[src/rtl/fetch_unit.sv]
// fetch_unit - instruction-fetch front end for the pipelined ARM core.
//
// Holds the program counter and picks the next PC each edge. The priority is
// halt > stall > taken branch > increment. It drives the ROM address and hands
// the ROM word to the core. The word is replaced by NOP_WORD and instr_valid is
// dropped while the unit is flushing after a branch or is halted.
//
// Optional feature macro: FETCH_PERF_CNT_EN
//   defined   -> 16-bit saturating stall/branch event counters
//   undefined -> no counter flops, stall_cnt/branch_cnt read 0
//
// Ports:
//   clock         rising-edge clock
//   reset         asynchronous, active-high
//   halt_req      freeze fetch (acts at next edge)
//   stall_enable  hazard redirect request, target pc_stall
//   pc_src        taken-branch redirect request, target pc_branch
//   rom_instr     ROM data, combinational from pc
//   pc            registered PC
//   instruction   word to core (NOP_WORD during bubbles)
//   instr_valid   instruction is a real fetched word
//   stall_cnt     accepted stall cycles
//   branch_cnt    accepted taken branches
module fetch_unit #(
    parameter int                  PC_WIDTH    = 32,
    parameter logic [PC_WIDTH-1:0] RESET_PC    = '0,
    parameter int                  FLUSH_DEPTH = 1,   // 0..15
    parameter logic [31:0]         NOP_WORD    = 32'hD503201F
) (
    input  logic                clock,
    input  logic                reset,
    input  logic                halt_req,
    input  logic                stall_enable,
    input  logic [PC_WIDTH-1:0] pc_stall,
    input  logic                pc_src,
    input  logic [PC_WIDTH-1:0] pc_branch,
    input  logic [31:0]         rom_instr,
    output logic [PC_WIDTH-1:0] pc,
    output logic [31:0]         instruction,
    output logic                instr_valid,
    output logic [15:0]         stall_cnt,
    output logic [15:0]         branch_cnt
);

    localparam logic [3:0] FLUSH_LOAD = 4'(FLUSH_DEPTH);

    typedef enum logic [1:0] {RUN, FLUSH, HALT} state_t;

    state_t              state, state_nxt;
    logic [3:0]          flush_cnt, flush_nxt;
    logic [PC_WIDTH-1:0] pc_nxt;

    always_ff @(posedge clock or posedge reset) begin
        if (reset) begin
            state     <= RUN;
            flush_cnt <= '0;
            pc        <= RESET_PC;
        end else begin
            state     <= state_nxt;
            flush_cnt <= flush_nxt;
            pc        <= pc_nxt;
        end
    end

    always_comb begin
        state_nxt = state;
        flush_nxt = flush_cnt;
        pc_nxt    = pc;
        if (halt_req) begin
            // Freeze. The flush count is kept, but it is discarded on release.
            state_nxt = HALT;
        end else if (state == HALT) begin
            // Release: resume at the held PC. Redirects seen on this edge are ignored.
            state_nxt = RUN;
            flush_nxt = '0;
        end else if (stall_enable) begin
            // Stall wins over a simultaneous branch. The flush count is held.
            pc_nxt = pc_stall;
        end else if (pc_src) begin
            pc_nxt = pc_branch;
            if (FLUSH_DEPTH > 0) begin
                state_nxt = FLUSH;
                flush_nxt = FLUSH_LOAD;
            end
        end else begin
            pc_nxt = pc + PC_WIDTH'(1);
            if (state == FLUSH) begin
                if (flush_cnt <= 4'd1) begin
                    flush_nxt = '0;
                    state_nxt = RUN;
                end else begin
                    flush_nxt = flush_cnt - 4'd1;
                end
            end
        end
    end

    always_comb begin
        instruction = NOP_WORD;
        instr_valid = 1'b0;
        if (state == RUN) begin
            instruction = rom_instr;
            instr_valid = 1'b1;
        end
    end

`ifdef FETCH_PERF_CNT_EN
    // A request counts only when it actually redirects the PC. That excludes
    // halt cycles, the release edge, and a branch that loses to a stall.
    logic stall_acc, branch_acc;
    assign stall_acc  = !halt_req && (state != HALT) && stall_enable;
    assign branch_acc = !halt_req && (state != HALT) && !stall_enable && pc_src;

    always_ff @(posedge clock or posedge reset) begin
        if (reset) begin
            stall_cnt  <= '0;
            branch_cnt <= '0;
        end else begin
            if (stall_acc && (stall_cnt != 16'hFFFF))
                stall_cnt <= stall_cnt + 16'd1;
            if (branch_acc && (branch_cnt != 16'hFFFF))
                branch_cnt <= branch_cnt + 16'd1;
        end
    end
`else
    assign stall_cnt  = '0;
    assign branch_cnt = '0;
`endif

endmodule

[config.mk]
export PLATFORM = sky130hd
export DESIGN_NAME = fetch_unit
export DESIGN_NICKNAME = d
export VERILOG_FILES = /design/src/rtl/fetch_unit.sv
export SDC_FILE = /design/constraint.sdc
export NUM_CORES = 1
export LEC_CHECK = 0
export ABC_AREA = 0
export CAP_MARGIN = 20
export CORE_MARGIN = 1.5
export CORE_UTILIZATION = 38
export CTS_CLUSTER_DIAMETER = 200
export DETAILED_ROUTE_END_ITERATION = 12
export PLACE_DENSITY_LB_ADDON = 0.15
export SYNTH_ARGS = -nofsm -noshare
export SYNTH_HDL_FRONTEND = slang
export SYNTH_SLANG_ARGS = --single-unit
export TNS_END_PERCENT = 30
[constraint.sdc]
create_clock -name clock -period 2.4 [get_ports clock]
set_input_delay 0.48 -clock clock [delete_from_list [all_inputs] [get_ports clock]]
set_output_delay 0.48 -clock clock [all_outputs]
set_load 0.01 [all_outputs]
# == After elaboration in Yosys (flattened, before gate mapping) ==
# Cells that the tools add are included.
# Widths: inputs -> output; s select.
# totals
wordCells,34
in_bits,101
register_bits,38
out_inout_bits,97
# classes
add_sub_neg,2
bitwise,2
eq_ne,4
n_mux,15
magnitude_cmp,1
reduce_logical,7
# op_table
operator,n
$mux 32,3
$add 32x1->32 const B,1
$mux 4,5
$mux 2,6
$reduce_bool 4->1,2
$reduce_and 3->1,2
$le 4x1->1 const B,1
$sub 4x1->4 const B,1
$ne 3x2->1 const B,1
$reduce_bool 3->1,1
$eq 2x1->1 const B,1
$eq 2x2->1 const B,1
$logic_not 2->1,1
$ne 2x1->1 const B,1
$not 1->1,2
$reduce_and 2->1,1
$mux 1,1

# == Depth between registers and ports, before layout ==
# Gate-level depths: netlist of run 1.
# logic_depth
ltp_word,7
mapped_depth,9
depth_no_buf,7

# == Worst setup path before layout of run 1 ==
# Ideal clock, no wire load.
# synth_timing
path_kind,reg-to-reg
startpoint,reg state[0]
endpoint,reg pc[25]
arrival_time_ns,1.699
setup_time_ns,0.139
path_buffers,2
stages_incl_launch_ff,9
path_slack_ns,0.562
path_cell_list,dfrtp_1 inv_1 ha_1 clkbuf_1 or2_2 clkbuf_1 a2111oi_0 a21boi_0 a21boi_0
# synth_between
elab_chain_cells,3
# synth_rtl
element,line_no,text
start: declaration,49,"state_t state, state_nxt;"
start signal: assignment,59,state <= state_nxt;
$eq 2x2->1,72,end else if (state == HALT) begin
$not 1->1 (no source line),n/a,
$reduce_and 2->1 (no source line),n/a,
end signal: assignment,61,pc <= pc_nxt;
end: declaration,38,"output logic [PC_WIDTH-1:0] pc,"
# Every way passes these cells.
# A chain may end at the register's enable or synchronous reset.

# == Worst setup path in the final report of run 1 ==
# layout_timing
startpoint,reg state[0]
endpoint,out instruction[27]
# layout_between
elab_chain_cells,2
# layout_rtl
element,line_no,text
$logic_not 2->1,101,if (state == RUN) begin
$mux 32,101,
end: declaration,39,"output logic [31:0] instruction,"
# Every way passes these cells.

==> impl_metrics.yaml, run 1 <==
cells_and_area:
  num-fill-cells: 727
  fin_nets: 692
  drive_gt1_share_pct: 6.14
  area_growth_pct: 57.9
  antenna_cells: 0
  regArea_um2: 951
  multiInputGateArea_um2: 2050
worst_setup_path:
  critPathMaxStageDelay_ps: 540
  path_delay_family: "buffers and inverters"
  cp-end-kind: "output pin"
  worst-path-buf-inv: 3
  critPathSlowestCell: "clkdlybuf4s50_1"
  path_class: "reg -> out"
  cp_data_required_time_ps: 1920
  crit_path_max_fanout: 17
  ff2ff_path_depth: 5
  r2r-end: "pc[19]"
  crit_chain: "inv_1 -> ha_2 -> buf_12 -> and2_1 -> clkdlybuf4s50_1"
  critPathArrivalTime_ps: 1830
  reg2reg_slack_ps: 290
  startpoint_type: "flip-flop"
  reg2reg_from: "pc[7]"
drt:
  vias: 3760
  vias_per_cell: 5.44
  totalWireLength_um: 11700
  ant_nets: 0
  drtIter0Drc: 236
  drc_errors: 0
  dr.pass1.iters: 5
  wire_per_inst_um: 16.9
logic_synthesis:
  ys_ff_latch: 38
  ys_types: 59
  synth_cells: 420
  synth_edf_count: 0
  yosys-top-cells-count: "dfrtp_1, o21ai_0, buf_4"
  ys_seq_area_share_pct: 29.0
  synthSimpleGateAreaFrac_pct: 27.7
  yosysMostFrequentCell: "dfrtp_1"
  synthAdderAreaFrac_pct: 2.29
  muxShareOfSynthArea_pct: 1.83
  synth_top_area_share_pct: 29.0
  synthFlopType: "dfrtp_1"
  synth_top_family_by_area: "simple AND/OR/NAND/NOR gates"
  synth.area.top_cells: "dfrtp_1, buf_4, o21ai_0"
  synth_xor_xnor_area_share_pct: 3.20
  synthArstFlopShare_pct: 100
  yosysWarningCount: 0
  synth.avg_cell_area_um2: 7.81
  synth_compound_area_share_pct: 23.7
  synth_area_leader_cell: "dfrtp_1"
  synth.cell_area_um2: 3280
run_status:
  outcome: "finished, final reports clean"
worst_hold_path:
  hold_path.class: "reg -> reg"
  min_from: "flush_cnt[1]"
  min_to: "flush_cnt[1]"
  min_path_cells: 2
cts:
  root_buffer: "clkbuf_8"
  clkSinkCount: 38
  cts_hold_buffers: 0
  cts_buffers: 5
  clkTransAtPathRegs_ps: 80
  cts_tree: "built"
  clk_latency_ps: 300
  post-cts-setup-buffer-count: 0
  cts_max_path_buffers: 2
  htreeDepth: 2
sta:
  slew_headroom_pct: 64.5
  rsz0062_at_grt: "false"
  fin_ws_ps: 85.8
  fin_skew_ps: 6.74
  drv_slew: 0
  period_share_pct: 96.4
  finalSetupTns_ps: 0
  hold_viol: 0
  tightest_slew_ps: 528
  final-setup-viol-count: 0
  fin_worst_hold_slack_ps: 527
  min_period_ps: 2310
  max_freq_ghz: 0.432
power:
  leakage_nw: 2.14
  peakVddDrop_v: 0.000372
  power_density_nw_per_um2: 607
floorplan:
  die_w_um: 95.9
  coreArea_um2: 8300
  rows: 33
  fp.dieH_um: 95.9
  dieArea_um2: 9200
  start_util_pct: 39.5
  ioPinCount: 198
placement:
  port_buffers: 165
  place_ws_ps: 203
  place.detailed.hpwl_um: 9010
  place.gp.congestion: 0.865
global_route:
  use_met2_pct: 45.5
  antenna_found_initial: 0
  use_met1_pct: 29.1
  grt_overflow: 0
  grtUsageTotal_pct: 24.8
  grt_pass1_vias: 3441
  top_usage_layer: "met2"
  grt_pass1_wl_um: 17400
  grt_max_degree: 39
  grt_use_met3_pct: 4.82
flow_run:
  max-cap-violations: 0
[through the flow]
| stage | cells | util [%] | area, um2 | total power [mW] |
|---|---|---|---|---|
| finish | 691 | 62.4 | 5180 | 3.14 |
| floorplan | 451 | - | 3400 | 1.70 |
| global placement | 682 | 60.1 | 4990 | 2.40 |
| global route | 691 | 62.4 | 5180 | 3.32 |
| CTS | 690 | 61.8 | 5130 | 3.13 |
| detailed placement | 682 | 60.1 | 4990 | 2.44 |
[repair_timing]
action	4_1_cts	5_1_grt
cloned	0	1
resized for setup	1	7
endpoints found under the setup margin	1	19
[layout by cell type (no fill, tap or decap), drive strengths merged, types with 19 or more instances in the layout]
cell type / n
clkdlybuf4s50: 161
dfrtp: 38
o21ai: 34
conb: 32
nand2: 28
a21oi: 27
nor2: 27
nand3: 20
and2: 19
[final cells by class]
class	count	share of cell area (%)
Multi-Input combinational cell	344	39.6
Sequential cell	38	18.4
Timing Repair Buffer	184	35.9
Clock inverter	2	1.16
Tap cell	105	2.54
Clock buffer	6	1.59
Inverter	12	0.870
[power breakdown]
| part | leakage [nW] | switching [mW] | internal [mW] | total (mW) |
|---|---|---|---|---|
| registers | 0.464 | 0.271 | 0.803 | 1.07 |
| logic | 1.60 | 0.591 | 0.788 | 1.38 |
| clock network | 0.0714 | 0.247 | 0.444 | 0.691 |
| total | 2.14 | 1.11 | 2.03 | 3.14 |
[registers in the layout (all words and copies together) (netlist names)]
name       flops
flush_cnt      4
state          2
pc            32
[per-layer routing]
metal  wire length (um)  vias to the layer above
met5                  0                        -
met4                206                        0
met3               1040                       22
met2               5920                      181
met1               4520                     1768
li1                   -                     1789
[kinds of logic after synthesis]
family	after synthesis
xor gates and xnor gates	12
AOI/OAI and AO/OA	121
buffers and inverters	69
and+or+nand+nor	167
muxes	6
other	1
adders and majority gates	6
DFF	38
[worst max path at each step]
stage / from / end / slack (ps) / cells after the start
2_1_floorplan: state[0] / pc[25] / 560 / 8
3_3_place_gp: rom_instr[3] / instruction[3] / 230 / 3
3_5_place_dp: stall_enable / pc[19] / 200 / 7
4_1_cts: state[0] / instruction[27] / 50 / 5
5_1_grt: state[0] / instruction[11] / 3 / 5
6_report: state[0] / instruction[27] / 90 / 5
[worst reg2reg max path: cells and delay by family (launching register included)]
kind	cells	cell delay, ps
and+or+nand+nor	4	1260
DFF	1	510
muxes	1	240
(Power assumes the default switching activity.)
==> run 2: changes to the inputs <==
==> constraint.sdc (replaced) <==
create_clock -name clock -period 2.4 [get_ports clock]
set_input_delay 0.48 -clock clock [delete_from_list [all_inputs] [get_ports clock]]
set_output_delay 0.48 -clock clock [all_outputs]
set_load 0.05 [all_outputs]
==> run 2 against run 1 <==
Critical path depth fell by 4. Clock-buffer cell count rose by 1. Die area did not move. Clock skew fell by 0.96 ps. Maximum frequency rose by 6.5%. First-iteration DRC count rose by 47%. Largest cell class unchanged.
==> impl_metrics.yaml, run 2 (synthesized netlist as in run 1, its figures left out) <==
worst_setup_path:
  critPathArrivalTime_ps: 1690
  crit_chain: "clkdlybuf4s50_1"
  reg2reg_from: "pc[0]"
  path_delay_family: "buffers and inverters"
  cp_data_required_time_ps: 1920
  worst-path-buf-inv: 1
  startpoint_type: "flip-flop"
  reg2reg_slack_ps: 340
  critPathSlowestCell: "clkdlybuf4s50_1"
  ff2ff_path_depth: 6
  path_class: "reg -> out"
  critPathMaxStageDelay_ps: 870
  crit_path_max_fanout: 9
  r2r-end: "pc[26]"
  cp-end-kind: "output pin"
placement:
  dp.cells: 682
  place_ws_ps: 187
  port_buffers: 165
  place.gp.congestion: 0.887
  place.detailed.hpwl_um: 9220
floorplan:
  dieArea_um2: 9200
  coreArea_um2: 8300
  ioPinCount: 198
  rows: 33
  fp.dieH_um: 95.9
  die_w_um: 95.9
  start_util_pct: 39.5
power:
  swShare_pct: 49.4
  peakVddDrop_v: 0.000574
  leakage_nw: 2.14
  internal_power_mw: 1.86
  power_density_nw_per_um2: 701
  combPwrFrac_pct: 58.0
  p_switching_mw: 1.81
  total_power_mw: 3.67
  clkPwrFrac_pct: 12.7
  p_seq_share_pct: 29.3
global_route:
  use_met2_pct: 45.8
  antenna_found_initial: 0
  grt_use_met3_pct: 5.06
  grtUsageTotal_pct: 25.2
  grt_pass1_vias: 3613
  top_usage_layer: "met2"
  grt_max_degree: 39
  use_met1_pct: 29.8
  grt_overflow: 0
  grt_pass1_wl_um: 17900
cts:
  cts_hold_buffers: 0
  cts_buffers: 5
  cts_tree: "built"
  root_buffer: "clkbuf_8"
  clkSinkCount: 38
  clkTransAtPathRegs_ps: 80
  htreeDepth: 2
  clk_latency_ps: 290
  post-cts-setup-buffer-count: 0
  cts_max_path_buffers: 2
  cts_resized: 0
drt:
  vias: 3779
  drc_errors: 0
  vias_per_cell: 5.48
  ant_nets: 0
  totalWireLength_um: 11600
  dr.pass1.iters: 5
  drtIter0Drc: 348
  wire_per_inst_um: 16.9
cells_and_area:
  top_register: "pc"
  largest_reg_flops: 32
  final_common_cell: "clkdlybuf4s50_1"
  drive_gt1_share_pct: 11.3
  fin_nets: 691
  area_growth_pct: 59.5
  stdcell_count: 690
  reg_top3: "pc (32), flush_cnt (4), state (2)"
  final_cell_mix: "clkdlybuf4s50_1, dfrtp_1, o21ai_0"
  antenna_cells: 0
run_status:
  outcome: "finished, final reports clean"
sta:
  min_period_ps: 2170
  tightest_slew_ps: 520
  finalSetupTns_ps: 0
  period_share_pct: 90.5
  slew_headroom_pct: 65.2
  fin_ws_ps: 228
  fin_skew_ps: 5.78
  max_freq_ghz: 0.460
  rsz0062_at_grt: "false"
  hold_viol: 0
  drv_slew: 0
  final-setup-viol-count: 0
worst_hold_path:
  hold_path.class: "reg -> reg"
  min_to: "flush_cnt[1]"
  min_path_cells: 2
  min_from: "flush_cnt[1]"
flow_run:
  max-cap-violations: 0
## run 2: tightest hold or removal path, stage by stage, from the launching register on
cell,delay [ps]
dfrtp_1,370
nand2_1,50
o21ai_0,60
## run 2: through the flow
step	utilization [%]	hold WS, ps	area [um2]
floorplan	-	472	3400
global placement	61.9	492	5140
detailed placement	61.9	508	5140
CTS	63.0	525	5230
global route	63.0	581	5230
finish	63.0	518	5230
## run 2: area by class of cell
class                           instances  area, um2
Fill cell                             765       3070
Multi-Input combinational cell        344       2050
Timing Repair Buffer                  183       1970
Sequential cell                        38        951
Tap cell                              105        131
Clock buffer                            7       86.3
Inverter                               12       45.0
Clock inverter                          1       5.00
## run 2: worst max path at each step
stage	from	to	slack (ps)	cells past startpoint
after floorplan	state[0]	instruction[10]	230	4
after global placement	halt_req	pc[19]	270	6
after detailed placement	halt_req	pc[25]	190	5
after CTS	pc[18]	pc[18]	240	1
after global routing	pc[0]	pc[26]	130	6
final	pc[19]	pc[19]	230	1
## run 2: layer usage
metal | part of all wire (%) | routed length (um)
met5 | 0 | 0
met4 | 1.2 | 144
met3 | 8.5 | 987
met2 | 52 | 6030
met1 | 39 | 4490
## run 2: power by group through the flow
stage | Combinational, mW | Sequential (mW) | Clock [mW]
global placement | 2.10 | 1.07 | 0
global route | 2.26 | 1.11 | 0.500
CTS | 2.14 | 1.07 | 0.475
detailed placement | 2.13 | 1.08 | 0
finish | 2.13 | 1.07 | 0.467
floorplan | 0.856 | 1.55 | 0
